[src/rtl/cl_scrb_wr_ctl.sv]
// Memory scrub write controller: sweeps 0..MAX_ADDR with zero-filled AXI write
// bursts, one burst outstanding at a time, and flags any non-OKAY response.
//
// state | meaning
// IDLE  | waiting for scrb_enable; scrub pointer restarts at 0 on start
// ADDR  | AW issued for burst at scrb_addr, waiting for awready
// DATA  | streaming BURST_LEN zero beats, wlast on the final one
// RESP  | waiting for the B response of the current burst
// DONE  | whole range scrubbed; held until scrb_enable drops
module cl_scrb_wr_ctl #(
  parameter logic [63:0] MAX_ADDR  = 64'h3_FFFF_FFFF,
  parameter int          BURST_LEN = 64,
  parameter logic [15:0] AXI_ID    = 16'h0
) (
  input  logic         clk,
  input  logic         sync_rst,
  input  logic         scrb_enable,
  output logic [63:0]  scrb_addr,
  output logic [2:0]   scrb_state,
  output logic         scrb_done,
  output logic         scrb_err,
  output logic [15:0]  awid,
  output logic [63:0]  awaddr,
  output logic [7:0]   awlen,
  output logic [2:0]   awsize,
  output logic         awvalid,
  input  logic         awready,
  output logic [15:0]  wid,
  output logic [511:0] wdata,
  output logic [63:0]  wstrb,
  output logic         wlast,
  output logic         wvalid,
  input  logic         wready,
  input  logic [15:0]  bid,
  input  logic [1:0]   bresp,
  input  logic         bvalid,
  output logic         bready
);

  localparam logic [2:0] S_IDLE = 3'd0;
  localparam logic [2:0] S_ADDR = 3'd1;
  localparam logic [2:0] S_DATA = 3'd2;
  localparam logic [2:0] S_RESP = 3'd3;
  localparam logic [2:0] S_DONE = 3'd4;

  localparam logic [63:0] BURST_BYTES = 64'(BURST_LEN * 64);
  localparam logic [7:0]  LAST_BEAT   = 8'(BURST_LEN - 1);

  logic [2:0]  state;
  logic [7:0]  beat_cnt;
  logic [63:0] next_addr;
  logic        unused_bid;

  // Response ID is not checked: only one burst is ever in flight.
  assign unused_bid = ^bid;
  assign next_addr  = scrb_addr + BURST_BYTES;

  assign scrb_state = state;
  assign awid       = AXI_ID;
  assign awaddr     = scrb_addr;
  assign awlen      = LAST_BEAT;
  assign awsize     = 3'd6;
  assign awvalid    = (state == S_ADDR);
  assign wid        = AXI_ID;
  assign wdata      = '0;
  assign wstrb      = '1;
  assign wvalid     = (state == S_DATA);
  assign wlast      = (state == S_DATA) && (beat_cnt == LAST_BEAT);
  assign bready     = (state == S_RESP);

  always_ff @(posedge clk) begin
    if (sync_rst) begin
      state     <= S_IDLE;
      scrb_addr <= '0;
      scrb_done <= 1'b0;
      scrb_err  <= 1'b0;
      beat_cnt  <= '0;
    end else begin
      case (state)
        S_IDLE: begin
          if (scrb_enable) begin
            state     <= S_ADDR;
            scrb_addr <= '0;
            scrb_err  <= 1'b0;
            scrb_done <= 1'b0;
          end
        end
        S_ADDR: begin
          if (awready) state <= S_DATA;
        end
        S_DATA: begin
          if (wready) begin
            if (beat_cnt == LAST_BEAT) begin
              beat_cnt <= '0;
              state    <= S_RESP;
            end else begin
              beat_cnt <= beat_cnt + 8'd1;
            end
          end
        end
        S_RESP: begin
          // Enable is only consulted here, so a dropped enable never cuts a burst short.
          if (bvalid) begin
            scrb_err  <= scrb_err | (bresp != 2'b00);
            scrb_addr <= next_addr;
            if (next_addr > MAX_ADDR) begin
              state     <= S_DONE;
              scrb_done <= 1'b1;
            end else if (scrb_enable) begin
              state <= S_ADDR;
            end else begin
              state <= S_IDLE;
            end
          end
        end
        S_DONE: begin
          if (!scrb_enable) begin
            state     <= S_IDLE;
            scrb_done <= 1'b0;
          end
        end
        default: state <= S_IDLE;
      endcase
    end
  end

endmodule

[config.mk]
export PLATFORM = sky130hd
export DESIGN_NAME = cl_scrb_wr_ctl
export DESIGN_NICKNAME = d
export VERILOG_FILES = /design/src/rtl/cl_scrb_wr_ctl.sv
export SDC_FILE = /design/constraint.sdc
export NUM_CORES = 1
export LEC_CHECK = 0
export ABC_AREA = 1
export ABC_CLOCK_PERIOD_IN_PS = 2000
export CAP_MARGIN = 0
export CORE_AREA = 2 2 304 306
export DETAILED_ROUTE_END_ITERATION = 10
export DIE_AREA = 0 0 306 308
export HOLD_SLACK_MARGIN = 0.02
export PLACE_DENSITY = 0.47
export SLEW_MARGIN = 25
export SYNTH_ARGS = -nofsm -noshare
export SYNTH_HDL_FRONTEND = slang
export SYNTH_SLANG_ARGS = --single-unit
[constraint.sdc]
create_clock -name clk -period 2 [get_ports clk]
set_input_delay 0.5 -clock clk [delete_from_list [all_inputs] [get_ports clk]]
set_output_delay 0.5 -clock clk [all_outputs]
set_load 0.01 [all_outputs]
==> results.toml <==
[timing]
tightest_slew_ps = 517
fmax_mhz = 453
hold_viol = 0
finalSetupViolCount = 4
finalCritPeriodShare_pct = 110
fin_setup_tns_ps = -663
setup_ws_ps = -209
fin_worst_skew_ps = 13.2
rsz0062_at_grt = "yes"
maxSlewHeadroom_pct = 65.2
period_minus_slack_ps = 2210
drv_slew = 0
whs_ps = 447

[min_path]
hp-class = "reg -> reg"
min_from = "scrb_err"
worstHoldEndpoint = "scrb_err"
hold_depth = 2

[worst_setup_path]
worstPathMaxFanout = 5
cp-start-kind = "register"
path_delay_family = "simple AND/OR/NAND/NOR gates"
r2r_start = "awaddr[12]"
critPathBufInv = 1
r2r_slack_ps = -210
crit_path_frequent_cell = "nand2_1"
crit_chain = "ha_4 > nand2_4 > nor2_4 > nand3_2 > nor2_2 > buf_6 > nand4_1 > nand2_1 > nand2_1 > nor2_2 > nand2_2 > nor2_4 > nand2_2 > o21ai_2 > nand2_1 > a21oi_2"
arrival_ps = 2480
required_ps = 2270
worstSetupPathType = "reg -> reg"
max_stage_delay_ps = 360
worstRegToRegCells = 16
reg2reg_to = "scrb_done"
cp-end-kind = "register"
slowest_stage = "dfxtp_4"

[logic_synthesis]
ys.flop_type = "dfxtp_1"
synth.distinct_cells = 39
ys_ff_latch = 65
synth-warning-count = 0
yosysSeqAreaShare_pct = 13.9
synthDominantAreaCellType = "buf_4"
syn_area_per_cell_um2 = 6.66
synthCells = 1406
synth_edf_count = 0
ys_top_cells_by_area = "buf_4, dfxtp_1, nand2_1"
syn_area_mm2 = 0.00936
async_reset_ff_share_pct = 0
synth_top_area_share_pct = 56.0

[grt]
overflow = 0
grt_usage_pct = 5.65
first_global_vias = 5625
grt_max_degree = 38
grt_pass1_wl_um = 38000
antenna_found_initial = 2

[final_layout]
final_nets = 1723
final_common_cell = "conb_1"
area.growth.synth_to_final_pct = 26.4
drive_gt1_share_pct = 24.4
final_cells = 2885
diodes = 0
final_cell_mix = "conb_1, nand2_1, buf_4"
design_area_mm2 = 0.0118

[pwr]
p_leak_nw = 5.75
power.density_mw_per_mm2 = 433
fin_total_pwr_w = 0.00512
vdd_drop_max_uv = 384

[run]
maxCapViolCount = 0

[clock_network]
cts_tree = "built"
clkTransAtPathRegs_ps = 60
cts_sinks = 65
cts_made_buffers = 9
clock-root-buffer = "clkbuf_16"
ctsHtreeMaxLevel = 3
clock_latency_ps = 350
clk_path_buf_depth = 2

[floorplanning]
die-area_mm2 = 0.0942
rows = 111
initial_utilization_pct = 10.3
dieHeight_um = 308
ioPinCount = 780
core_area_mm2 = 0.0910
die_w_um = 306

[placed_design]
hpwl_um = 25400
placedCellCount = 2845
gp_congestion = 0.822
port_buffers = 120
placement.cell_area_mm2 = 0.0107

[routing]
drt_wl_total_um = 29300
drt_pass1_iterations = 5
ant_nets = 0
vias = 7268
drc = 0
wl_per_cell_um = 10.1
routed_via_density = 2.52
drt_iter0_drc = 202

[status]
violations = "setup timing"
status = "finished with violations"
==> routing by layer <==
layer	global-route usage, %	vias up	part of all wire [%]
met3	1.15	12	7.0
met5	0	-	0
met2	8.95	401	46
met1	7.84	3235	46
met4	1.25	0	0.98
li1	-	3620	-
==> power by group <==
group	leakage, nW	internal (W)	switching, W	total [W]
sequential	0.548	0.00134	0.0000441	0.00138
clock	0.146	0.00102	0.000623	0.00165
combinational	5.06	0.000662	0.00143	0.00210
==> per-stage QoR <==
| step | setup slack, ps | utilization (%) |
|---|---|---|
| after floorplan | -48.4 | - |
| after global placement | -855 | 11.8 |
| after detailed placement | -747 | 11.8 |
| after CTS | -294 | 12.4 |
| after global routing | -396 | 13.0 |
| final | -209 | 13.0 |
==> sequential cells by signal (all words and copies together), names as in the netlist <==
register,cells
scrb_done,1
beat_cnt,8
scrb_err,1
awaddr,52
scrb_state,3
==> synth_stat cells, types with 4 or more instances <==
cell type,instances
buf_4,698
nand2_1,242
nor2_1,122
inv_1,66
dfxtp_1,65
a21oi_1,60
nand3_1,46
nand4_1,17
o21ai_1,10
nor3_1,9
inv_2,7
clkbuf_1,6
o21ai_0,5
o21bai_1,5
nor2_2,4
xnor2_1,4
==> what timing repair did <==
item | 4_1_cts | 5_1_grt
gates resized for setup | 96 | 130
endpoints found under the setup margin | 36 | 58
hold buffers | 0 | 0
pin swaps | 22 | 41
setup buffers | 7 | 20
==> final cells by class <==
class,count,area (um^2)
Fill cell,10576,79100
Multi-Input combinational cell,1200,5410
Timing Repair Buffer,344,2990
Tap cell,1186,1480
Sequential cell,65,1380
Inverter,76,285
Clock buffer,11,254
Clock inverter,3,40.0
==> tightest hold or removal path, cell delays in order, from the launching register on <==
cell and delay, ps:
dfxtp_1 300, inv_1 40, a21oi_1 50
==> cells by family (layout without fill, tap and decap cells) <==
logic type,after synthesis,in the layout,synth area share [%]
xor+xnor,6,6,0.561
other cells,2,643,0.0802
buf+inv,782,434,59.4
fa+ha+maj,3,3,0.401
compound gates,93,93,5.45
flops,65,65,13.9
simple gates,455,455,20.2
==> how the worst max path moves through the flow <==
| stage | from | endpoint | depth (start not counted) |
|---|---|---|---|
| after floorplan | scrb_state[0] | awaddr[32] | 16 |
| after global placement | awaddr[21] | scrb_done | 15 |
| after detailed placement | awaddr[21] | scrb_done | 15 |
| after CTS | awaddr[13] | scrb_done | 19 |
| after global routing | awaddr[21] | scrb_done | 16 |
| final | awaddr[12] | scrb_done | 16 |
(Power assumes the default switching activity.)
